File: config.mk
export PLATFORM = sky130hd
export DESIGN_NAME = clk_reset_gen_flat
export DESIGN_NICKNAME = d
export VERILOG_FILES = /design/src/rtl/clk_reset_gen_if.sv /design/src/rtl/clk_reset_gen.sv /design/src/flat_wrapper.sv
export SDC_FILE = /design/constraint.sdc
export NUM_CORES = 1
export LEC_CHECK = 0
export ABC_AREA = 0
export CORE_MARGIN = 5
export CORE_UTILIZATION = 55
export DETAILED_ROUTE_END_ITERATION = 10
export PLACE_DENSITY = 0.76
export SLEW_MARGIN = 20
export SYNTH_ARGS = -nofsm -noshare
export SYNTH_HDL_FRONTEND = slang
export SYNTH_SLANG_ARGS = --single-unit
File: constraint.sdc
create_clock -name mclk -period 3.2 [get_ports mclk]
set_clock_uncertainty 0.2 [all_clocks]
set_input_delay 0.32 -clock mclk [delete_from_list [all_inputs] [get_ports mclk]]
set_output_delay 0.32 -clock mclk [all_outputs]
set_load 0.01 [all_outputs]
File: src/rtl/clk_reset_gen_if.sv
// Control/status bundle for the multi-channel clock divider and reset sequencer.
// The master drives ratio loads, enables and soft resets; the slave returns clocks, resets and load status.
interface clk_reset_gen_if #(
   parameter int NUM_CH = 2,
   parameter int DIV_W  = 8
);
   logic [NUM_CH*DIV_W-1:0] div_ratio;
   logic [NUM_CH-1:0]       div_load;
   logic [NUM_CH-1:0]       ch_en;
   logic [NUM_CH-1:0]       soft_rst;
   logic [NUM_CH-1:0]       clk_out;
   logic [NUM_CH-1:0]       ch_reset_n;
   logic [NUM_CH-1:0]       load_pend;

   modport master (
      output div_ratio, div_load, ch_en, soft_rst,
      input  clk_out, ch_reset_n, load_pend
   );

   modport slave (
      input  div_ratio, div_load, ch_en, soft_rst,
      output clk_out, ch_reset_n, load_pend
   );
endinterface

File: src/rtl/clk_reset_gen.sv
// Multi-channel mclk divider with glitch-free ratio changes, wrap-point gating and
// per-channel stretched, optionally ordered resets. Everything is clocked by mclk.
module clk_reset_gen #(
   parameter int NUM_CH      = 2,
   parameter int DIV_W       = 8,
   parameter int DIV_DEFAULT = 2,
   parameter int RST_STRETCH = 16,
   parameter int SEQ_EN      = 1
) (
   input  logic           mclk,
   input  logic           w_Reset_MCLKsync_n,
   clk_reset_gen_if.slave bus
);
   localparam int              STR_W     = $clog2(RST_STRETCH + 1);
   localparam logic [DIV_W-1:0] DEF_RATIO = DIV_W'(DIV_DEFAULT);
   localparam logic [DIV_W-1:0] MIN_RATIO = DIV_W'(2);
   localparam logic [STR_W-1:0] STR_MAX   = STR_W'(RST_STRETCH);

   logic [NUM_CH-1:0] clear_vec;
   logic [NUM_CH-1:0] clk_vec;
   logic [NUM_CH-1:0] rst_vec;
   logic [NUM_CH-1:0] pend_vec;

   // With sequencing, a soft reset on a channel also restarts every later channel.
   always_comb begin : clear_gen
      logic upstream;
      upstream  = 1'b0;
      clear_vec = '0;
      for (int i = 0; i < NUM_CH; i++) begin
         clear_vec[i] = bus.soft_rst[i] | ((SEQ_EN != 0) && upstream);
         upstream     = upstream | bus.soft_rst[i];
      end
   end

   assign bus.clk_out    = clk_vec;
   assign bus.ch_reset_n = rst_vec;
   assign bus.load_pend  = pend_vec;

   for (genvar i = 0; i < NUM_CH; i++) begin : g_ch
      logic [DIV_W-1:0] cnt;
      logic [DIV_W-1:0] ratio;
      logic [DIV_W-1:0] shadow;
      logic [DIV_W-1:0] req;
      logic [DIV_W-1:0] req_clamped;
      logic [DIV_W-1:0] cnt_nxt;
      logic [STR_W-1:0] str_cnt;
      logic             pend;
      logic             clk_q;
      logic             rst_n_q;
      logic             clk_nxt;
      logic             hold;
      logic             wrap;
      logic             rise;
      logic             fall;
      logic             eligible;

      if (SEQ_EN != 0 && i > 0) begin : g_seq
         assign eligible = rst_vec[i-1];
      end else begin : g_free
         assign eligible = 1'b1;
      end

      assign req         = bus.div_ratio[i*DIV_W +: DIV_W];
      assign req_clamped = (req < MIN_RATIO) ? MIN_RATIO : req;

      // A disabled channel only parks at cnt==0, so a period in flight always completes.
      always_comb begin
         hold    = (cnt == '0) && !bus.ch_en[i];
         wrap    = !hold && (cnt == ratio - DIV_W'(1));
         cnt_nxt = cnt + DIV_W'(1);
         if (hold || wrap) begin
            cnt_nxt = '0;
         end
         clk_nxt = !hold && (cnt < (ratio >> 1));
         rise    = clk_nxt && !clk_q;
         fall    = clk_q && !clk_nxt;
      end

      always_ff @(posedge mclk or negedge w_Reset_MCLKsync_n) begin
         if (!w_Reset_MCLKsync_n) begin
            cnt     <= '0;
            ratio   <= DEF_RATIO;
            shadow  <= DEF_RATIO;
            pend    <= 1'b0;
            clk_q   <= 1'b0;
            rst_n_q <= 1'b0;
            str_cnt <= '0;
         end else begin
            cnt   <= cnt_nxt;
            clk_q <= clk_nxt;

            if (wrap && pend) begin
               ratio <= shadow;
            end
            if (bus.div_load[i]) begin
               shadow <= req_clamped;
               pend   <= 1'b1;
            end else if (wrap) begin
               pend <= 1'b0;
            end

            // Release only on a falling output edge so the reset never lands mid high phase.
            if (clear_vec[i]) begin
               rst_n_q <= 1'b0;
               str_cnt <= '0;
            end else if (!rst_n_q) begin
               if (rise && eligible && (str_cnt != STR_MAX)) begin
                  str_cnt <= str_cnt + STR_W'(1);
               end
               if (fall && (str_cnt == STR_MAX)) begin
                  rst_n_q <= 1'b1;
               end
            end
         end
      end

      assign clk_vec[i]  = clk_q;
      assign rst_vec[i]  = rst_n_q;
      assign pend_vec[i] = pend;
   end
endmodule

File: src/flat_wrapper.sv
// flat-port wrapper written by rule: the top's interface ports become plain ports
module clk_reset_gen_flat 
#(
   parameter int NUM_CH      = 2,
   parameter int DIV_W       = 8,
   parameter int DIV_DEFAULT = 2,
   parameter int RST_STRETCH = 16,
   parameter int SEQ_EN      = 1
)
  (mclk, w_Reset_MCLKsync_n, bus_div_ratio, bus_div_load, bus_ch_en, bus_soft_rst, bus_clk_out, bus_ch_reset_n, bus_load_pend);
  clk_reset_gen_if #(.NUM_CH(NUM_CH), .DIV_W(DIV_W)) bus_i ();
  input  logic mclk;
  input  logic w_Reset_MCLKsync_n;
  input wire logic [$bits(bus_i.div_ratio)-1:0] bus_div_ratio;
  input wire logic [$bits(bus_i.div_load)-1:0] bus_div_load;
  input wire logic [$bits(bus_i.ch_en)-1:0] bus_ch_en;
  input wire logic [$bits(bus_i.soft_rst)-1:0] bus_soft_rst;
  output wire logic [$bits(bus_i.clk_out)-1:0] bus_clk_out;
  output wire logic [$bits(bus_i.ch_reset_n)-1:0] bus_ch_reset_n;
  output wire logic [$bits(bus_i.load_pend)-1:0] bus_load_pend;
  assign bus_i.div_ratio = bus_div_ratio;
  assign bus_i.div_load = bus_div_load;
  assign bus_i.ch_en = bus_ch_en;
  assign bus_i.soft_rst = bus_soft_rst;
  assign bus_clk_out = bus_i.clk_out;
  assign bus_ch_reset_n = bus_i.ch_reset_n;
  assign bus_load_pend = bus_i.load_pend;
  clk_reset_gen #(.NUM_CH(NUM_CH), .DIV_W(DIV_W), .DIV_DEFAULT(DIV_DEFAULT), .RST_STRETCH(RST_STRETCH), .SEQ_EN(SEQ_EN)) u_core (.mclk(mclk), .w_Reset_MCLKsync_n(w_Reset_MCLKsync_n), .bus(bus_i));
endmodule
==> impl_metrics.ini <==
[layout]
ff_latch_area_um2 = 1610
drive_above_1_share = 0.155
fin_area_um2 = 4260
diodes = 0
multi_input_area_um2 = 1880
utilization = 0.659
fillers = 519
final_nets = 429
syn_to_final_growth_pct = 15.2

[critical_path]
worstPathRequired_ps = 3280
r2r_end = u_core.g_ch[1].str_cnt[4]
cp-end-kind = flip-flop
r2r_slack_ps = 610
cp-startpoint = u_core.g_ch[1].cnt[5]
path_max_fanout = 10
startpoint_type = flip-flop
r2r_cells = 6
criticalPathCategory = flip-flop to flip-flop
cp.arrival_ps = 2660
rr_startpoint = u_core.g_ch[1].cnt[5]

[floorplan]
pin_count = 30
start_util = 0.572
die_area_um2 = 8460
die_w_um = 92.0
rows = 29
dieHeight_um = 92.0
core-area_um2 = 6460

[placement]
routabilityCongestion = 0.866
port_buffers = 29
dpl_cell_area_um2 = 3990
hpwl_um = 5320

[pwr]
irDropWorstVdd_mv = 0.281
leakagePower_nw = 1.82
power.density_nw_per_um2 = 422

[global_route]
grt_pass1_vias = 2761
grt_pass1_wl_um = 13100
grt_overflow_total = 0
grt_usage = 0.193
antenna_found_initial = 0
grt_max_degree = 47

[logic_synthesis]
netlist_instances = 357
ys_seq_elements = 64
netlist_top_cells_area = dfrtp_1 (41%), mux2_2 (8.8%), ha_1 (7.4%), xor2_1 (4.0%), xnor2_1 (3.8%)
async_flop_share = 1.00
synth_warnings = 0
syn_nets = 403
ys.flop_type = dfrtp_1
ys_types = 50
syn-cell-area_um2 = 3700
yosys.area.top_type_share = 0.406
avgSynthCellArea_um2 = 10.4
ys_seq_area_frac = 0.435
synth_edf_count = 0
yosys.area.top_type = dfrtp_1

[routing]
top_layer = met4
drt-met1-wl_um = 3440
first_pass_iters = 4
vias = 2677
met2_length_um = 3410
dr_wl_met3_um = 322
drc_errors = 0
avgViaCountPerCell = 5.76
post_drt_wl_per_cell_um = 15.7
drt_iter0_drc = 136
finalWirelength_um = 7320
antenna_left = 0

[clock_tree]
cts_root_buffer = clkbuf_8
cts_buffers = 9
clk_path_buf_depth = 2
tritoncts = done
cts_sinks = 64
htree_levels = 3
clock_latency_ps = 340
postCtsSetupBuffers = 0
clk_pin_slew_ps = 70

[sta]
timing.final.crit_share = 0.808
fin_crit_ps = 2590
fmax_mhz = 387
rsz0062_at_grt = false
worst_pin_slew_ps = 657
fin_tns_setup_ps = 0
finalMaxSlewViolations = 0
relSlewSlack = 0.561
final-hold-violation-count = 0
setup_viol = 0

[status]
status = finished, final reports clean

[min_path]
hold_path_class = input pin to asynchronous set/reset pin

[job]
drv_cap = 0
## repair_timing
action / CTS / global route
setup endpoints to repair: 0 / 0
hold buffers: 1 / 0
endpoints found under the hold margin: 16 / 0
resized for setup: 0 / 0
## cell usage in the layout, fill, tap and decap left out, drive strengths merged, types with 3 or more instances in the layout
| cell | synthesis | final |
|---|---|---|
| and2 | 4 | 4 |
| bufinv | 0 | 3 |
| o21ai | 8 | 8 |
| a21oi | 11 | 11 |
| nand2 | 9 | 9 |
| a21o | 4 | 4 |
| a211oi | 3 | 3 |
| or4 | 6 | 6 |
| nand3 | 22 | 22 |
| nand2b | 7 | 7 |
| and3 | 8 | 8 |
| nor3 | 12 | 12 |
| o31ai | 4 | 4 |
| nor2b | 3 | 3 |
| xor2 | 17 | 17 |
| xnor2 | 16 | 16 |
| dfstp | 4 | 4 |
| clkdlybuf4s50 | 0 | 28 |
| ha | 22 | 22 |
| nand4 | 4 | 4 |
| inv | 32 | 32 |
| mux2 | 29 | 29 |
| dfrtp | 60 | 60 |
| clkbuf | 7 | 11 |
| nor4 | 6 | 6 |
| nor2 | 23 | 23 |
## power breakdown
part           internal [mW]  switching, mW
sequential             0.830         0.0108
clock                  0.559          0.314
combinational         0.0446         0.0363
## final cells by class
type | instances | area share
repair buffers | 31 | 0.0711
clock buffers | 11 | 0.0356
inverters | 32 | 0.0282
multi-input cells | 245 | 0.441
clock inverters | 5 | 0.0241
flip-flops and latches | 64 | 0.377
well taps | 77 | 0.0226
## Yosys cell counts, drive strengths merged (3+ instances only)
cell and instances:
xor2 17, buf 9, o31ai 4, nor4 6, xnor2 16, and2 4, nand4 4, mux2 29
nand2b 7, nor2 23, nor3 12, nand3 22, o21ai 8, dfrtp 60, inv 32, clkbuf 7
nand2 9, nor2b 3, a21oi 11, or4 6, dfstp 4, a21o 4, a211oi 3, and3 8
ha 22
## layer usage
layer | GRT usage | vias up
met1 | 0.262 | 1307
met3 | 0.0581 | 14
met4 | 0.0705 | 0
met5 | 0 | -
li1 | - | 1303
met2 | 0.292 | 53
## state kept, by name, indices dropped and copies added (netlist names)
register,cells
u_core.g_ch.clk_q,2
u_core.g_ch.cnt,16
u_core.g_ch.ratio,16
u_core.g_ch.shadow,16
u_core.g_ch.str_cnt,10
u_core.g_ch.rst_n_q,2
u_core.g_ch.pend,2
## logic make-up (layout without fill, tap and decap cells)
| family | Yosys count | count (layout) | synth area share |
|---|---|---|---|
| AND/OR/NAND/NOR | 115 | 115 | 0.180 |
| flip-flops | 64 | 64 | 0.435 |
| buffers and inverters | 48 | 79 | 0.0572 |
| AO/OA/AOI/OAI | 44 | 44 | 0.0812 |
| XOR/XNOR | 33 | 33 | 0.0782 |
| multiplexers | 31 | 31 | 0.0938 |
| adder cells (fa/ha/maj) | 22 | 22 | 0.0745 |
## worst max-delay path, stage by stage, from the launching register on
cell and delay [ps]:
dfrtp_1 480, ha_1 330, a21o_1 180, a211oi_1 320, o311ai_2 290, or4_1 570, a21oi_1 150
## worst max path at each step
stage	slack (ps)	end
2_1_floorplan	890	u_core.g_ch[1].str_cnt[3]
3_3_place_gp	690	u_core.g_ch[0].str_cnt[3]
3_5_place_dp	620	u_core.g_ch[1].str_cnt[4]
4_1_cts	590	u_core.g_ch[1].str_cnt[4]
5_1_grt	420	u_core.g_ch[0].str_cnt[3]
6_report	610	u_core.g_ch[1].str_cnt[4]
## stage by stage
step | std cells | setup WS (ps) | hold WS, ps | total power, mW
CTS | 465 | 594 | 245 | 1.81
finish | 465 | 613 | 250 | 1.80
detailed placement | 448 | 620 | 87.9 | 0.938
global route | 465 | 423 | 296 | 1.87
floorplan | 357 | 895 | -176 | 0.882
global placement | 448 | 687 | 83.2 | 0.935
(Power assumes the default switching activity.)
